[src/rtl/disp_scan_ctrl.sv]
// -----------------------------------------------------------------------------
// disp_scan_ctrl
//
// Time-multiplexed scan controller for an 8-digit seven-segment display.
// The controller holds one 32-bit display frame and presents one digit per
// scan slot to the downstream combinational digit/anode decoder:
//   digit_val -> decoder 'a' input (4-bit digit value)
//   digit_sel -> decoder 'b' input (3-bit digit index)
//
// New frames arrive through a load strobe. While scanning, a loaded frame is
// parked in a shadow register and committed on the 7->0 wrap. This means a
// frame is never shown half old and half new. With the scan frozen (en=0),
// or when a load lands exactly on the wrap edge, the frame is committed
// straight into the display registers.
//
// Ports:
//   clk         in   system clock, rising edge
//   rst_n       in   synchronous active-low reset
//   en          in   scan enable; 0 freezes divider and digit index
//   load        in   single-cycle new-frame strobe
//   data_in     in   [31:0] frame; digit k = data_in[4k+3:4k]
//   blank_in    in   [7:0] blank mask; bit k = 1 blanks digit k
//   digit_val   out  [3:0] current digit value (registered)
//   digit_sel   out  [2:0] current digit index (registered)
//   digit_blank out  current digit blanked (registered)
//   frame_done  out  one-cycle pulse following each 7->0 wrap
//   pending     out  a loaded frame is waiting in the shadow register
// -----------------------------------------------------------------------------
module disp_scan_ctrl #(
    parameter int REFRESH_DIV = 100000,
    parameter int NUM_DIGITS  = 8
) (
    input  logic        clk,
    input  logic        rst_n,
    input  logic        en,
    input  logic        load,
    input  logic [31:0] data_in,
    input  logic [7:0]  blank_in,
    output logic [3:0]  digit_val,
    output logic [2:0]  digit_sel,
    output logic        digit_blank,
    output logic        frame_done,
    output logic        pending
);

    localparam int              DIV_W    = (REFRESH_DIV > 1) ? $clog2(REFRESH_DIV) : 1;
    localparam logic [DIV_W-1:0] DIV_MAX = DIV_W'(REFRESH_DIV - 1);
    localparam logic [2:0]      SEL_LAST = 3'(NUM_DIGITS - 1);

    localparam logic [0:0] ST_IDLE    = 1'b0;
    localparam logic [0:0] ST_PENDING = 1'b1;

    // State registers
    logic [DIV_W-1:0] div_cnt_reg,     div_cnt_next;
    logic [2:0]       sel_reg,         sel_next;
    logic [31:0]      disp_data_reg,   disp_data_next;
    logic [7:0]       disp_mask_reg,   disp_mask_next;
    logic [31:0]      shadow_data_reg, shadow_data_next;
    logic [7:0]       shadow_mask_reg, shadow_mask_next;
    logic [0:0]       state_reg,       state_next;
    logic [3:0]       val_reg,         val_next;
    logic             blank_reg,       blank_next;
    logic             frame_done_reg,  frame_done_next;

    logic advance;
    logic wrap;

    // Nibble view of the frame that will be on display after this edge.
    // Output registers are fed from the *next* frame/index so that a commit
    // and an index step both show up on the very same edge.
    logic [3:0] nibble_next [8];

    for (genvar gi = 0; gi < 8; gi++) begin : g_nibble
        assign nibble_next[gi] = disp_data_next[4*gi +: 4];
    end

    always_comb begin
        advance = en && (div_cnt_reg == DIV_MAX);
        wrap    = advance && (sel_reg == SEL_LAST);
    end

    // Divider and digit index
    always_comb begin
        div_cnt_next = div_cnt_reg;
        sel_next     = sel_reg;
        if (en) begin
            if (advance) begin
                div_cnt_next = '0;
                sel_next     = sel_reg + 3'd1;   // 3-bit rollover gives 7 -> 0
            end else begin
                div_cnt_next = div_cnt_reg + DIV_W'(1);
            end
        end
    end

    // Commit FSM. Priority: a load that cannot be safely deferred (scan frozen
    // or landing on the wrap itself) goes straight to the display and drops
    // anything in the shadow; otherwise a load parks in the shadow (last load
    // wins); a parked frame moves to the display on the wrap.
    always_comb begin
        state_next       = state_reg;
        disp_data_next   = disp_data_reg;
        disp_mask_next   = disp_mask_reg;
        shadow_data_next = shadow_data_reg;
        shadow_mask_next = shadow_mask_reg;

        if (load && (!en || wrap)) begin
            disp_data_next = data_in;
            disp_mask_next = blank_in;
            state_next     = ST_IDLE;
        end else if (load) begin
            shadow_data_next = data_in;
            shadow_mask_next = blank_in;
            state_next       = ST_PENDING;
        end else if ((state_reg == ST_PENDING) && wrap) begin
            disp_data_next = shadow_data_reg;
            disp_mask_next = shadow_mask_reg;
            state_next     = ST_IDLE;
        end
    end

    always_comb begin
        val_next        = nibble_next[sel_next];
        blank_next      = disp_mask_next[sel_next];
        frame_done_next = wrap;
    end

    always_ff @(posedge clk) begin
        if (!rst_n) begin
            div_cnt_reg     <= '0;
            sel_reg         <= '0;
            disp_data_reg   <= '0;
            disp_mask_reg   <= 8'hFF;
            shadow_data_reg <= '0;
            shadow_mask_reg <= '0;
            state_reg       <= ST_IDLE;
            val_reg         <= '0;
            blank_reg       <= 1'b1;
            frame_done_reg  <= 1'b0;
        end else begin
            div_cnt_reg     <= div_cnt_next;
            sel_reg         <= sel_next;
            disp_data_reg   <= disp_data_next;
            disp_mask_reg   <= disp_mask_next;
            shadow_data_reg <= shadow_data_next;
            shadow_mask_reg <= shadow_mask_next;
            state_reg       <= state_next;
            val_reg         <= val_next;
            blank_reg       <= blank_next;
            frame_done_reg  <= frame_done_next;
        end
    end

    assign digit_val   = val_reg;
    assign digit_sel   = sel_reg;
    assign digit_blank = blank_reg;
    assign frame_done  = frame_done_reg;
    assign pending     = (state_reg == ST_PENDING);

endmodule

[config.mk]
export PLATFORM = sky130hd
export DESIGN_NAME = disp_scan_ctrl
export DESIGN_NICKNAME = d
export VERILOG_FILES = /design/src/rtl/disp_scan_ctrl.sv
export SDC_FILE = /design/constraint.sdc
export NUM_CORES = 1
export LEC_CHECK = 0
export CORE_ASPECT_RATIO = 1.5
export CORE_MARGIN = 2
export CORE_UTILIZATION = 57
export DETAILED_ROUTE_END_ITERATION = 10
export PLACE_DENSITY = 0.91
export SLEW_MARGIN = 10
export SYNTH_ARGS = -nofsm -noshare
export SYNTH_HDL_FRONTEND = slang
export SYNTH_SLANG_ARGS = --single-unit
[constraint.sdc]
create_clock -name clk -period 3.4 [get_ports clk]
set_input_delay 0.85 -clock clk [delete_from_list [all_inputs] [get_ports clk]]
set_output_delay 0.85 -clock clk [all_outputs]
set_load 0.05 [all_outputs]
== Word-level counts from Yosys, hierarchy flattened ==
Index checks and enable logic that the tools add are counted.
Word-level totals
  bits in registers: 107
  logic and storage cells: 44
  output and inout port bits: 10
  input bits: 44
Cells by class
  reductions and logical operators: 9
  equality and inequality tests: 2
  multiplexer cells: 16
  bitwise logic cells: 3
  magnitude comparators: 2
  $add $sub $neg: 2
Operators with widths (count)
  $mux W32: 3
  $mux W8: 3
  $add A17 B1 Y17 const B: 1
  $eq A17 B17 Y1 const B: 1
  $mux W17: 1
  $bmux W4 S3: 1
  $mux W4: 2
  $mux W3: 2
  $ge A4 B4 Y1 const B: 1
  $logic_and A1 B1 Y1: 4
  $lt A3 B4 Y1 const B: 1
  $not A3 Y4: 1
  $add A3 B1 Y3 const B: 1
  $bmux W1 S3: 1
  $eq A3 B3 Y1 const B: 1
  $mux W1: 3
  $not A1 Y1: 2
  $reduce_and A2 Y1: 1
  $reduce_bool A2 Y1: 1
  $reduce_or A2 Y1: 1
  $logic_not A1 Y1: 1
  $logic_or A1 B1 Y1: 1

== Depth between registers and ports, before layout ==
Gate-level depths: netlist of run 1.
  word-level depth: 10
  mapped depth: 11
  depth with buffers taken out: 9

== Worst setup path before layout of run 1 ==
Ideal clock, no wire load.
  path kind: input to register
  from: in en
  to: reg val_reg[3] (netlist: digit_val[3])
  data required time: 3.265 ns
  data arrival time: 2.908 ns
  buffers on the path: 4
  stages: 11
  setup slack: 0.357 ns
  cells stage by stage: buf_6 > nand3_4 > or4_1 > buf_2 > or4_4 > buf_6 > buf_8 > nand2_4 > a311oi_1 > a2111oi_2 > o211ai_1
Between the ends
  cells in the longest elaborated chain, start to end: 9
Ends and longest elaborated chain
  from (decl): line 35  | input logic en,
  $logic_and A1 B1 Y1: line 78  | advance = en && (div_cnt_reg == DIV_MAX);
  $logic_and A1 B1 Y1: line 79  | wrap = advance && (sel_reg == SEL_LAST);
  $logic_and A1 B1 Y1: line 115  | end else if ((state_reg == ST_PENDING) && wrap) begin
  $mux W32: line 115
  $mux W32: line 111  | end else if (load) begin
  $mux W32: line 107  | if (load && (!en || wrap)) begin
  $bmux W4 S3 *: line 123  | val_next = nibble_next[sel_next];
  $mux W4 (not written as such) * (2 in series): line 123
  to (signal assigned): line 148  | val_reg <= val_next;
  to (decl): line 61  | logic [3:0] val_reg, val_next;
Every way passes the cells marked *; elsewhere a longest branch is shown, timed or not. The select of a mux whose other input is x is not followed.
A chain may end at the register's enable or synchronous reset.

== Final worst setup path of run 1 ==
Same ends and word-level chain as after synthesis.

==> results of run 1 <==
==> worst reg2reg max path, delay by kind of cell, from the launching register on <==
kind / cells / cell delay [ns]
AOI/OAI and AO/OA: 5 / 1.26
and+or+nand+nor: 2 / 1.00
buffers and inverters: 1 / 0.23
DFF: 1 / 0.43
==> synthesized netlist by cell type (3+ instances only) <==
cell type	number	share of area, %
or3_1	3	0.35
o21ai_0	25	2.3
a31oi_1	4	0.47
a2111oi_0	6	0.99
nand3_1	33	3.1
xor2_1	9	1.5
a211oi_1	15	2.1
dfxtp_1	107	40
nor3_1	10	0.94
buf_1	6	0.42
xnor2_1	6	0.99
o21ai_1	4	0.38
o211ai_1	8	1.1
nand4_1	4	0.47
mux2i_1	3	0.56
a211o_1	4	0.66
a311oi_1	38	6.2
inv_1	6	0.42
nor2_1	65	4.6
ha_1	3	0.70
nor4_1	7	0.82
and3_1	23	2.7
a21boi_0	4	0.56
buf_2	7	0.66
clkbuf_1	35	2.5
nand2_1	151	11
a21oi_1	55	5.2
==> cells in the final DEF, fill, tap and decap left out, drive strengths merged, types with 3 or more instances in the layout <==
cell           count
clkdlybuf4s50     53
nand4              4
xor2               9
nand3             34
mux2i              3
or4                3
nor4               7
buf               56
o211ai             8
nor3              11
a311oi            38
and3              23
a211oi            16
a211o              4
o21ai             29
a21boi             5
a2111oi            7
a31oi              4
inv                6
a21oi             55
nand2            153
or3                3
nor2              65
clkbuf            13
ha                 3
xnor2              6
dfxtp            107
==> layer usage <==
metal	share of wire [%]	vias up
li1	-	2609
met3	7.3	102
met1	36	2717
met5	0	-
met2	51	327
met4	6.0	0
==> layout make-up <==
cell class,count,share of cell area [%]
timing repair buffer,110,15.6
tap,112,2.11
inverter,6,0.339
sequential,107,32.3
clock buffer,12,3.86
clock inverter,4,1.09
multi-input combinational,520,44.7
==> power by group through the flow <==
stage               Combinational [W]  Sequential [W]  Clock, W
CTS                          0.000301         0.00134   0.00115
floorplan                    0.000148         0.00137         0
global placement             0.000286         0.00137         0
detailed placement           0.000297         0.00137         0
finish                       0.000311         0.00134   0.00116
global route                 0.000335         0.00134   0.00119
==> how the worst max path moves through the flow <==
| stage | start | to | slack, ns |
|---|---|---|---|
| after detailed placement | en | digit_val[3] | -0.37 |
| after global routing | en | digit_val[3] | -0.008 |
| after global placement | en | digit_val[1] | -0.15 |
| after floorplan | en | digit_val[3] | 0.36 |
| after CTS | en | digit_val[3] | 0.09 |
| final | en | digit_val[3] | 0.13 |
==> kinds of logic (layout without fill, tap and decap cells) <==
family          after synthesis  count (layout)  synth area share [%]
compound gates              182             182                  23.3
xor+xnor                     15              15                  2.46
fa+ha+maj                     3               3                 0.704
buf+inv                      59             132                  4.95
flops                       107             107                  40.2
mux                           7               7                  1.83
simple gates                313             313                  26.5
==> metrics by stage <==
step           cell area [µm²]  total power (W)  std cells
2_1_floorplan             5330          0.00152        686
6_report                  6640          0.00281        871
3_5_place_dp              6270          0.00166        854
5_1_grt                   6640          0.00287        871
4_1_cts                   6600          0.00279        870
3_3_place_gp              6270          0.00165        854
==> what timing repair did <==
| item | CTS | global route |
|---|---|---|
| endpoints found under the setup margin | 2 | 3 |
| gates resized for setup | 1 | 3 |
| cloned | 0 | 1 |
| pin swaps | 0 | 1 |
| hold buffers | 0 | 0 |
==> results.yml, run 1 <==
finish:
  finish.utilization_pct: 72.2
  fillers: 653
  seq_area_um2: 2140
  area_growth_pct: 24.5
  layout-drive-gt1-share_pct: 11.9
  diodes: 0
  multi_input_comb_area_um2: 2970
  final_nets: 801
pwr:
  pwr-share-comb_pct: 11.1
  power_density_nw_per_um2: 423
  p_leak_nw: 2.44
  seqPwrFrac_pct: 47.7
  power.internal_w: 0.00213
  p_clk_share_pct: 41.2
  p_sw_w: 0.000676
  switching_share_pct: 24.1
  peakVddDrop_mv: 0.345
critical_path:
  arrival_ns: 3.49
  cp-end-kind: "flop"
  reg2reg_to: "digit_val[3]"
  ff2ff_setup_slack_ns: 0.36
  worstReg2RegStart: "div_cnt_reg[7]"
  path_buf_inv: 3
  crit_chain: "clkdlybuf4s50_1, buf_4, and3_1, and3_1, a2111oi_2, a31oi_1, buf_4, a311oi_1, a2111oi_1, o211ai_1"
  ff2ff_path_depth: 8
  required_ns: 3.62
  path_class: "input port to flop"
  crit_path_max_fanout: 10
  worst-path-stages: 10
  cp_top_family: "compound AO/OA/AOI/OAI gates"
  slowest_stage: "clkdlybuf4s50_1"
  critPathMaxStageDelay_ns: 0.53
  start_kind: "input port"
detailed_routing:
  drc_errors: 0
  wl_per_cell_um: 19.1
  vias: 5755
  ant_nets: 0
  drt-vias-per-instance: 6.61
  drt_iter0_markers: 750
  drt_pass1_iterations: 5
  drt_wl_total_um: 16600
global_routing:
  grt_max_degree: 61
  grtUsageTotal_pct: 32.4
  grt_pass1_wl_um: 26600
  antenna_found_initial: 0
  grt_pass1_vias: 5583
  use_met2_pct: 57.3
  met3_usage_pct: 5.31
  overflow: 0
  grt_use_met1_pct: 36.2
  grt_most_used_layer: "met2"
placed_design:
  gp_congestion: 0.949
  port_buffers: 53
  dpl_worst_slack_ns: -0.366
  hpwl_um: 11200
clock_network:
  cts_buffer_depth: 2
  clock_sinks: 107
  clkLatencyLatePin_ns: 0.36
  clk_pin_slew_ns: 0.07
  cts_made_buffers: 9
  root_buffer: "clkbuf_16"
  cts.htree.levels: 3
  post_cts_buffers: 0
  cts_tree: "done"
logic_synthesis:
  yosys.cell_types.count: 61
  yosysWarningCount: 0
  netlist_area_um2: 5330
  netlist_instances: 686
  synth_ff_type: "dfxtp_1"
  seq_area_frac_synth_pct: 40.2
  ys_seq_elements: 107
  synth-edff-count: 0
  async_flop_share_pct: 0
  synth.avg_cell_area_um2: 7.77
  syn_nets: 733
timing:
  skew_ns: 0.00716
  finalSetupViolations: 0
  post-route-period-util_pct: 96.2
  fmax_mhz: 306
  fin_ws_ns: 0.129
  fin_crit_ns: 3.27
  hold_ws_ns: 0.455
  drv_slew: 0
  relSlewSlack_pct: 55.9
  setup_tns_ns: 0
  hold_viol_final: 0
  worst_slew_pin_slew_ns: 0.661
die:
  core_um2: 9200
  die_h_um: 122
  io-pin-count: 54
  rows: 43
  die_w_um: 83.0
  start_util_pct: 58.0
  dieArea_um2: 10200
hold_path:
  hold_depth: 2
  min_path_type: "flop to flop"
  worstHoldEndpoint: "shadow_data_reg[9]"
  hold_path_startpoint: "shadow_data_reg[9]"
run:
  maxCapViolCount: 0
run_status:
  status: "finished clean"
No activity file was read; power rests on OpenSTA's default activity.
==> run 2: changes to the inputs <==
--- a/config.mk
+++ b/config.mk
@@ -7,9 +7,11 @@
 export LEC_CHECK = 0
 export CORE_ASPECT_RATIO = 1.5
 export CORE_MARGIN = 2
-export CORE_UTILIZATION = 57
+export CORE_UTILIZATION = 59
+export CTS_BUF_LIST = sky130_fd_sc_hd__clkbuf_8
 export DETAILED_ROUTE_END_ITERATION = 10
-export PLACE_DENSITY = 0.91
+export PLACE_DENSITY = 0.93
+export RECOVER_POWER = 25
 export SLEW_MARGIN = 10
 export SYNTH_ARGS = -nofsm -noshare
 export SYNTH_HDL_FRONTEND = slang
==> results.yml, run 2 (synthesis results as in run 1) <==
clock_network:
  root_buffer: "clkbuf_8"
  clk_pin_slew_ns: 0.10
  post_cts_buffers: 0
  clock_sinks: 107
  cts_tree: "done"
  clkLatencyLatePin_ns: 0.39
  cts_buffer_depth: 2
  cts_made_buffers: 9
  cts.htree.levels: 3
finish:
  mostFrequentLayoutCells: "151 x nand2_1, 107 x dfxtp_1, 64 x nor2_1, 54 x a21oi_1, 46 x clkdlybuf4s50_1"
  diodes: 0
  final_common_cell: "nand2_1"
  area_growth_pct: 19.7
  final_nets: 793
  final_area_um2: 6380
  finalNonFillerCells: 861
  fillers: 665
  layout-drive-gt1-share_pct: 10.4
  finish.utilization_pct: 72.3
hold_path:
  worstHoldEndpoint: "shadow_data_reg[1]"
  min_path_type: "flop to flop"
  hold_path_startpoint: "shadow_data_reg[1]"
  hold_depth: 2
detailed_routing:
  vias: 5709
  drt_pass1_iterations: 7
  drt-vias-per-instance: 6.63
  drc_errors: 0
  drt_wl_total_um: 15900
  wl_per_cell_um: 18.4
  ant_nets: 0
  drt_iter0_markers: 533
critical_path:
  slowest_stage: "clkdlybuf4s50_1"
  start_kind: "input port"
  worstReg2RegStart: "digit_sel[0]"
  crit_path_max_fanout: 6
  cp-end-kind: "flop"
  crit_chain: "clkdlybuf4s50_1, nand3_4, or4_1, clkbuf_1, o21ai_1, nand2_1, buf_4, a2111oi_0, nor4_1, and4b_1"
  path_class: "input port to flop"
  arrival_ns: 3.52
  reg2reg_to: "digit_blank"
  ff2ff_setup_slack_ns: 0.36
  critPathMaxStageDelay_ns: 0.53
  ff2ff_path_depth: 9
  required_ns: 3.69
placed_design:
  hpwl_um: 11100
  dp_cells: 845
  port_buffers: 53
  gp_congestion: 1.02
  placed_area_um2: 6220
global_routing:
  grt_pass1_vias: 5657
  grt_pass1_wl_um: 25300
  grt_max_degree: 43
  grtUsageTotal_pct: 33.1
  antenna_found_initial: 0
  overflow: 0
pwr:
  p_leak_nw: 2.33
  finalPower_w: 0.00238
  power_density_nw_per_um2: 372
  peakVddDrop_mv: 0.370
timing:
  hold_viol_final: 0
  skew_ns: 0.0119
  post-route-period-util_pct: 95.1
  relSlewSlack_pct: 27.7
  worst_slew_pin_slew_ns: 1.08
  setup_tns_ns: 0
  fin_crit_ns: 3.23
  finalSetupViolations: 0
  drv_slew: 0
  rsz0062_at_grt: "no"
  fmax_mhz: 309
die:
  core_um2: 8830
  io-pin-count: 54
  die_w_um: 81.6
  die_h_um: 120
  dieArea_um2: 9830
  rows: 42
  start_util_pct: 60.4
run:
  maxCapViolCount: 0
run_status:
  status: "finished clean"
-- run 2: cell count changes in the layout (fill, tap and decap cells not counted), moves of 2 or more --
cell	previous run	this run
buf_4	51	40
clkbuf_16	10	0
clkbuf_8	2	9
clkdlybuf4s50_1	53	46
dlygate4sd3_1	0	7
clkbuf_1	1	4
bufinv_16	2	0
clkinv_2	1	3
-- run 2: worst max-delay path, delay by kind of cell --
kind	cells	cell delay, ns
buffers and inverters	3	0.93
AND/OR/NAND/NOR	5	1.06
AO/OA/AOI/OAI	2	0.68
-- run 2: area by class of cell --
cell class	instances	area [µm²]	share of cell area [%]
multi-input combinational	520	2960	46.4
sequential	107	2140	33.6
timing repair buffer	102	946	14.8
tap	110	138	2.16
clock buffer	9	124	1.94
clock inverter	7	51.3	0.804
inverter	6	22.5	0.353
-- run 2: worst max-delay path by stage --
| stage | from | end | slack, ns |
|---|---|---|---|
| after floorplan | en | digit_val[3] | 0.36 |
| after global placement | en | digit_blank | -0.1 |
| after detailed placement | en | digit_val[3] | -0.14 |
| after CTS | en | digit_blank | 0.26 |
| after global routing | en | digit_blank | 0.02 |
| final | en | digit_blank | 0.17 |
-- run 2: stage by stage --
step | setup WS (ns) | hold WS (ns)
after floorplan | 0.357 | 0.432
after global placement | -0.0974 | 0.440
after detailed placement | -0.135 | 0.446
after CTS | 0.255 | 0.460
after global routing | 0.0175 | 0.482
final | 0.165 | 0.459
-- run 2: where the power goes --
| group | internal [W] | switching [W] |
|---|---|---|
| sequential | 0.00131 | 0.0000307 |
| combinational | 0.000134 | 0.000169 |
| clock | 0.000272 | 0.000460 |
| total | 0.00172 | 0.000660 |
-- run 2: timing repair --
action / 4_1_cts / 5_1_grt
resized for setup: 0 / 1
hold buffers: 0 / 0
endpoints found under the setup margin: 0 / 1
-- run 2: metal layers --
metal  global-route usage [%]  part of all wire [%]  vias up
met2                     54.2                    49      396
met3                     5.75                   8.5      105
met5                        0                     0        -
met4                     27.6                   6.9        0
met1                     36.0                    35     2616
li1                         -                     -     2592
==> run 3: changes to the inputs <==
--- a/config.mk
+++ b/config.mk
@@ -16,3 +16,4 @@
 export SYNTH_ARGS = -nofsm -noshare
 export SYNTH_HDL_FRONTEND = slang
 export SYNTH_SLANG_ARGS = --single-unit
+export TNS_END_PERCENT = 30
==> results of run 3 <==
Same layout as run 2: the final DEF is identical, and so are final timing and power.
==> edit 1 (config.mk and constraints of run 2) <==
The parameter `REFRESH_DIV` goes from 100000 to 400000.
--- a/src/rtl/disp_scan_ctrl.sv
+++ b/src/rtl/disp_scan_ctrl.sv
@@ -28,5 +28,5 @@
 // -----------------------------------------------------------------------------
 module disp_scan_ctrl #(
-    parameter int REFRESH_DIV = 100000,
+    parameter int REFRESH_DIV = 400000,
     parameter int NUM_DIGITS  = 8
 ) (
Formal check against the unedited RTL: same outputs for any inputs over 10 cycles, from zero or initial values and one cycle with rst_n low; that may be too few to reach the edited logic, so the function may still have changed.
==> edit 1 against run 2 <==
Area after synthesis down 3.5%; synthesized cell count shrank 6.4%; worst setup slack improved by 230 ps; design area down 5.1%; clock skew about the same; critical endpoint is now digit_val[1]; total power up 3.9%; highest routed layer unchanged; die area decreased by 3.4%; first-iteration DRC count is 0.19% higher; combinational power shrank 2%; routed wire length fell by 9.8%; sequential cell count grew 2; critical path depth shrank 5.
==> edit 1: results (changes against run 2) <==
<table>
<tr><th>Metric</th><th>Value</th></tr>
<tr><th colspan="2">Timing</th></tr>
<tr><td>Post-Route Skew</td><td>12.32 ps (was 11.92 ps)</td></tr>
<tr><td>Slew @ Worst Pin</td><td>967.2 ps (was 1081 ps)</td></tr>
<tr><th colspan="2">Setup path</th></tr>
<tr><td>CP max FO</td><td>22 (was 6)</td></tr>
<tr><td>RR Startpoint</td><td>div_cnt_reg[15] (was digit_sel[0])</td></tr>
<tr><td>Cell class contributing the biggest share of worst-path delay</td><td>buffers and inverters (was simple AND/OR/NAND/NOR gates)</td></tr>
<tr><td>Longest individual stage delay on the worst path</td><td>880 ps (was 530 ps)</td></tr>
<tr><td>Origin of the worst setup path</td><td>rst_n (was en)</td></tr>
<tr><th colspan="2">Routing</th></tr>
<tr><td>Iteration count of the initial detailed-routing pass</td><td>5 (was 7)</td></tr>
<tr><td>1st-iter DRT viols</td><td>534 (was 533)</td></tr>
<tr><td>WL final</td><td>14310 um (was 15870 um)</td></tr>
<tr><th colspan="2">Run status</th></tr>
<tr><td>Result of the run</td><td>finished clean (unchanged)</td></tr>
<tr><th colspan="2">Layout</th></tr>
<tr><td>Share of cells above drive strength 1</td><td>0.08140 (was 0.1039)</td></tr>
<tr><td>Final layout net count</td><td>730 (was 793)</td></tr>
<tr><td>Non-Filler Instances</td><td>795 (was 861)</td></tr>
<tr><th colspan="2">Hold path</th></tr>
<tr><td>HP Start</td><td>shadow_data_reg[20] (was shadow_data_reg[1])</td></tr>
<tr><th colspan="2">Synthesis</th></tr>
<tr><td>Top cells by area, synth</td><td>sky130_fd_sc_hd__dfxtp_1 (42%), sky130_fd_sc_hd__nand2_1 (10%), sky130_fd_sc_hd__a21oi_1 (5.1%) (was sky130_fd_sc_hd__dfxtp_1 (40%), sky130_fd_sc_hd__nand2_1 (11%), sky130_fd_sc_hd__a311oi_1 (6.2%))</td></tr>
<tr><td>Count of unique library cells instantiated by Yosys</td><td>52 (was 61)</td></tr>
<tr><td>Leading cell types by count after synthesis</td><td>sky130_fd_sc_hd__nand2_1 (142), sky130_fd_sc_hd__dfxtp_1 (109), sky130_fd_sc_hd__nor2_1 (55), sky130_fd_sc_hd__a21oi_1 (52), sky130_fd_sc_hd__clkbuf_1 (38) (was sky130_fd_sc_hd__nand2_1 (151), sky130_fd_sc_hd__dfxtp_1 (107), sky130_fd_sc_hd__nor2_1 (65), sky130_fd_sc_hd__a21oi_1 (55), sky130_fd_sc_hd__a311oi_1 (38))</td></tr>
<tr><th colspan="2">Power and ir drop</th></tr>
<tr><td>Largest vdd supply drop</td><td>0.2905 mV (was 0.3697 mV)</td></tr>
<tr><th colspan="2">Global routing</th></tr>
<tr><td>Aggregate global-route resource usage</td><td>0.3040 (was 0.3307)</td></tr>
</table>
-- edit 1: changes by cell type after synthesis, moves of 7 or more --
cell | run 2 | this run
sky130_fd_sc_hd__mux2_2 | 2 | 11
sky130_fd_sc_hd__nor2_1 | 65 | 55
sky130_fd_sc_hd__nor3_1 | 10 | 17
sky130_fd_sc_hd__nand2_1 | 151 | 142
sky130_fd_sc_hd__nand3_1 | 33 | 22
sky130_fd_sc_hd__and3_1 | 23 | 7
sky130_fd_sc_hd__a311oi_1 | 38 | 18
sky130_fd_sc_hd__mux2i_1 | 3 | 12
-- edit 1: worst paths after layout --
kind / endpoint / slack, ps / depth (start not counted)
max: digit_val[1] / 400 / 5
min reg2reg: shadow_data_reg[20] / 470 / 2
max reg2reg: digit_val[1] / 530 / 7
min: shadow_data_reg[20] / 470 / 2
-- edit 1: routing by layer --
metal / global-route usage / routed length, um
met1: 0.3348 / 5290
met2: 0.5255 / 7491
met3: 0.05267 / 931
met4: 0.1896 / 598
met5: 0 / 0
-- edit 1: power by group --
part	internal, mW	switching [mW]	total (mW)
Combinational	0.131	0.166	0.297
Sequential	1.34	0.0308	1.37
Clock	0.360	0.446	0.805
Total	1.83	0.643	2.47
-- edit 1: metrics by stage --
step | hold slack (ps) | setup slack, ps | instance area, sq um
after floorplan | 435.7 | 411.3 | 5146
after global placement | 442.9 | 216.5 | 5882
after detailed placement | 447.7 | 182.9 | 5882
after CTS | 461.0 | 574.5 | 6083
after global routing | 477.3 | 294.4 | 6057
final | 466.0 | 397.6 | 6057
-- edit 1: cell families after synthesis --
| group | after synthesis | synth area share |
|---|---|---|
| and+or+nand+nor | 274 | 0.2368 |
| DFF | 109 | 0.4240 |
| adders and majority gates | 3 | 0.007295 |
| xor gates and xnor gates | 18 | 0.03063 |
| buffers and inverters | 51 | 0.04060 |
| muxes | 27 | 0.05616 |
| AOI/OAI and AO/OA | 160 | 0.2045 |
-- edit 1: area by class of cell --
class,count,area (sq um)
Fill cell,635,2407
Sequential cell,109,2182
Clock buffer,10,137.6
Inverter,4,15.01
Tap cell,107,133.9
Timing Repair Buffer,77,773.2
Multi-Input combinational cell,482,2751
Clock inverter,6,63.81
-- edit 1: worst register-to-register path: stages (launching register included) --
cell and delay, ps:
sky130_fd_sc_hd__dfxtp_1 380, sky130_fd_sc_hd__or4b_4 560, sky130_fd_sc_hd__or3_1 450, sky130_fd_sc_hd__nor2_1 370, sky130_fd_sc_hd__nand3_1 120, sky130_fd_sc_hd__a21oi_1 500, sky130_fd_sc_hd__o21ai_0 280, sky130_fd_sc_hd__nand4_1 160
==> edit 2 (config.mk and constraints of run 2) <==
Without the edit above. Make the reset (`rst_n`) asynchronous in one clocked block. Comments in the files are not updated.
--- a/src/rtl/disp_scan_ctrl.sv
+++ b/src/rtl/disp_scan_ctrl.sv
@@ -126,5 +126,5 @@
     end
 
-    always_ff @(posedge clk) begin
+    always_ff @(posedge clk or negedge rst_n) begin
         if (!rst_n) begin
             div_cnt_reg     <= '0;
Formal check against the unedited RTL: differs if rst_n is asserted again (counterexample within 4 cycles, from zero or initial values and one cycle with rst_n low); with rst_n held inactive, the same outputs for 10 cycles.
==> edit 2 against run 2 <==
The flow now finishes with violations (capacitance limit, slew limit); hold slack gained 46 ps; first-iteration DRC count fell by 39%; maximum frequency grew 13%; sequential cell count did not move; worst setup slack gained 360 ps; die area shrank 4.6%; area after synthesis decreased by 4.8%; total power rose by 19%; design area decreased by 7.3%; routed wire length shrank 29%; largest cell class is now flip-flops and latches; highest routed layer unchanged.
==> edit 2: results (changes against run 2) <==
<table>
<tr><th>Metric</th><th>Value</th></tr>
<tr><th colspan="2">Setup path</th></tr>
<tr><td>CP max FO</td><td>17 (was 6)</td></tr>
<tr><td>Number of cells on the worst reg-to-reg path</td><td>8 (was 9)</td></tr>
<tr><td>Crit path arrival time</td><td>3130 ps (was 3520 ps)</td></tr>
<tr><th colspan="2">Job</th></tr>
<tr><td>Total of max-cap violations</td><td>1 (was 0)</td></tr>
<tr><th colspan="2">Routing</th></tr>
<tr><td>1st-iter DRT viols</td><td>323 (was 533)</td></tr>
<tr><td>Iteration count of the initial detailed-routing pass</td><td>5 (was 7)</td></tr>
<tr><td>WL final</td><td>11290 um (was 15870 um)</td></tr>
<tr><th colspan="2">Power and ir drop</th></tr>
<tr><td>Static leakage power</td><td>2.556 nW (was 2.331 nW)</td></tr>
<tr><td>Largest vdd supply drop</td><td>0.2919 mV (was 0.3697 mV)</td></tr>
<tr><th colspan="2">Placement</th></tr>
<tr><td>Final weighted congestion in routability-driven placement</td><td>0.8640 (was 1.023)</td></tr>
<tr><td>Detailed placer's ending HPWL</td><td>7764 um (was 11120 um)</td></tr>
<tr><th colspan="2">Timing</th></tr>
<tr><td>Post-Route Skew</td><td>15.49 ps (was 11.92 ps)</td></tr>
<tr><td>Max-slew violations</td><td>44 (was 0)</td></tr>
<tr><th colspan="2">Synthesis</th></tr>
<tr><td>Main flop type after synthesis</td><td>sky130_fd_sc_hd__dfrtp_1 (was sky130_fd_sc_hd__dfxtp_1)</td></tr>
<tr><td>Post-synthesis net count</td><td>514 (was 733)</td></tr>
<tr><td>Portion of the post-synthesis area used by sequential elements</td><td>0.5298 (was 0.4017)</td></tr>
<tr><th colspan="2">Layout</th></tr>
<tr><td>Share of cells above drive strength 1</td><td>0.1836 (was 0.1039)</td></tr>
<tr><td>Count of filler cells inserted in the layout</td><td>561 (was 665)</td></tr>
<tr><th colspan="2">Global routing</th></tr>
<tr><td>Number of global-route vias before repair</td><td>4010 (was 5657)</td></tr>
<tr><td>Maximum number of pins on one net before global-route repair</td><td>88 (was 43)</td></tr>
<tr><td>Aggregate global-route resource usage</td><td>0.2589 (was 0.3307)</td></tr>
<tr><td>Wire length of the first global-routing pass</td><td>19010 um (was 25280 um)</td></tr>
<tr><th colspan="2">Hold path</th></tr>
<tr><td>Number of cells on the worst hold path</td><td>1 (was 2)</td></tr>
<tr><td>HP Start</td><td>shadow_data_reg[9] (was shadow_data_reg[1])</td></tr>
<tr><th colspan="2">Run status</th></tr>
<tr><td>Result of the run</td><td>finished with violations (was finished clean)</td></tr>
<tr><td>Failing checks</td><td>capacitance limit, slew limit</td></tr>
</table>
edit 2: report_power, final:
group          total (mW)  switching, mW  internal (mW)
sequential           1.56          0.106           1.46
clock               0.820          0.421          0.399
combinational       0.454          0.234          0.220
edit 2: routing by layer:
metal | GRT usage | vias up | wire length (um)
li1 | - | 1770 | -
met1 | 0.3342 | 1922 | 4534
met2 | 0.4076 | 136 | 5749
met3 | 0.03221 | 47 | 436
met4 | 0.1649 | 0 | 564
met5 | 0 | - | 0
edit 2: critical path: stages:
cell	delay, ps
sky130_fd_sc_hd__clkdlybuf4s50_1	480
sky130_fd_sc_hd__nand4_1	280
sky130_fd_sc_hd__nor2_1	340
sky130_fd_sc_hd__nand2_1	110
sky130_fd_sc_hd__buf_4	230
sky130_fd_sc_hd__a211oi_1	440
sky130_fd_sc_hd__o31ai_1	130
sky130_fd_sc_hd__o22ai_1	190
sky130_fd_sc_hd__nor3_1	60
edit 2: area by class of cell:
cell class | count | area share
Sequential cell | 107 | 0.4545
Timing Repair Buffer | 65 | 0.1102
Clock buffer | 12 | 0.02792
Clock inverter | 4 | 0.008249
Inverter | 5 | 0.003173
Tap cell | 107 | 0.02263
Multi-Input combinational cell | 330 | 0.3733
edit 2: logic make-up after synthesis:
| logic type | after synthesis | share of synthesized area |
|---|---|---|
| AO/OA/AOI/OAI | 90 | 0.1262 |
| XOR/XNOR | 12 | 0.02219 |
| adder cells (fa/ha/maj) | 3 | 0.007397 |
| buffers and inverters | 30 | 0.03673 |
| flip-flops | 107 | 0.5298 |
| multiplexers | 55 | 0.1193 |
| AND/OR/NAND/NOR | 170 | 0.1583 |
edit 2: metrics by stage:
step	std cells	setup slack (ps)	utilization	hold slack, ps	total power [mW]
2_1_floorplan	467	890.4	-	449.1	1.851
3_3_place_gp	614	358.4	0.6823	476.1	2.005
3_5_place_dp	614	248.2	0.6823	488.1	2.036
4_1_cts	630	613.1	0.7079	481.1	2.847
5_1_grt	630	338.6	0.7075	526.2	2.977
6_report	630	527.0	0.7075	505.3	2.836
edit 2: worst paths after layout:
kind                                      end  slack [ps]
min in group asynchronous      div_cnt_reg[3]        1220
max in group asynchronous   disp_data_reg[20]         760
min reg2reg                shadow_data_reg[9]         510
max                              digit_val[1]         530
max reg2reg                       digit_blank         760
min                        shadow_data_reg[9]         510
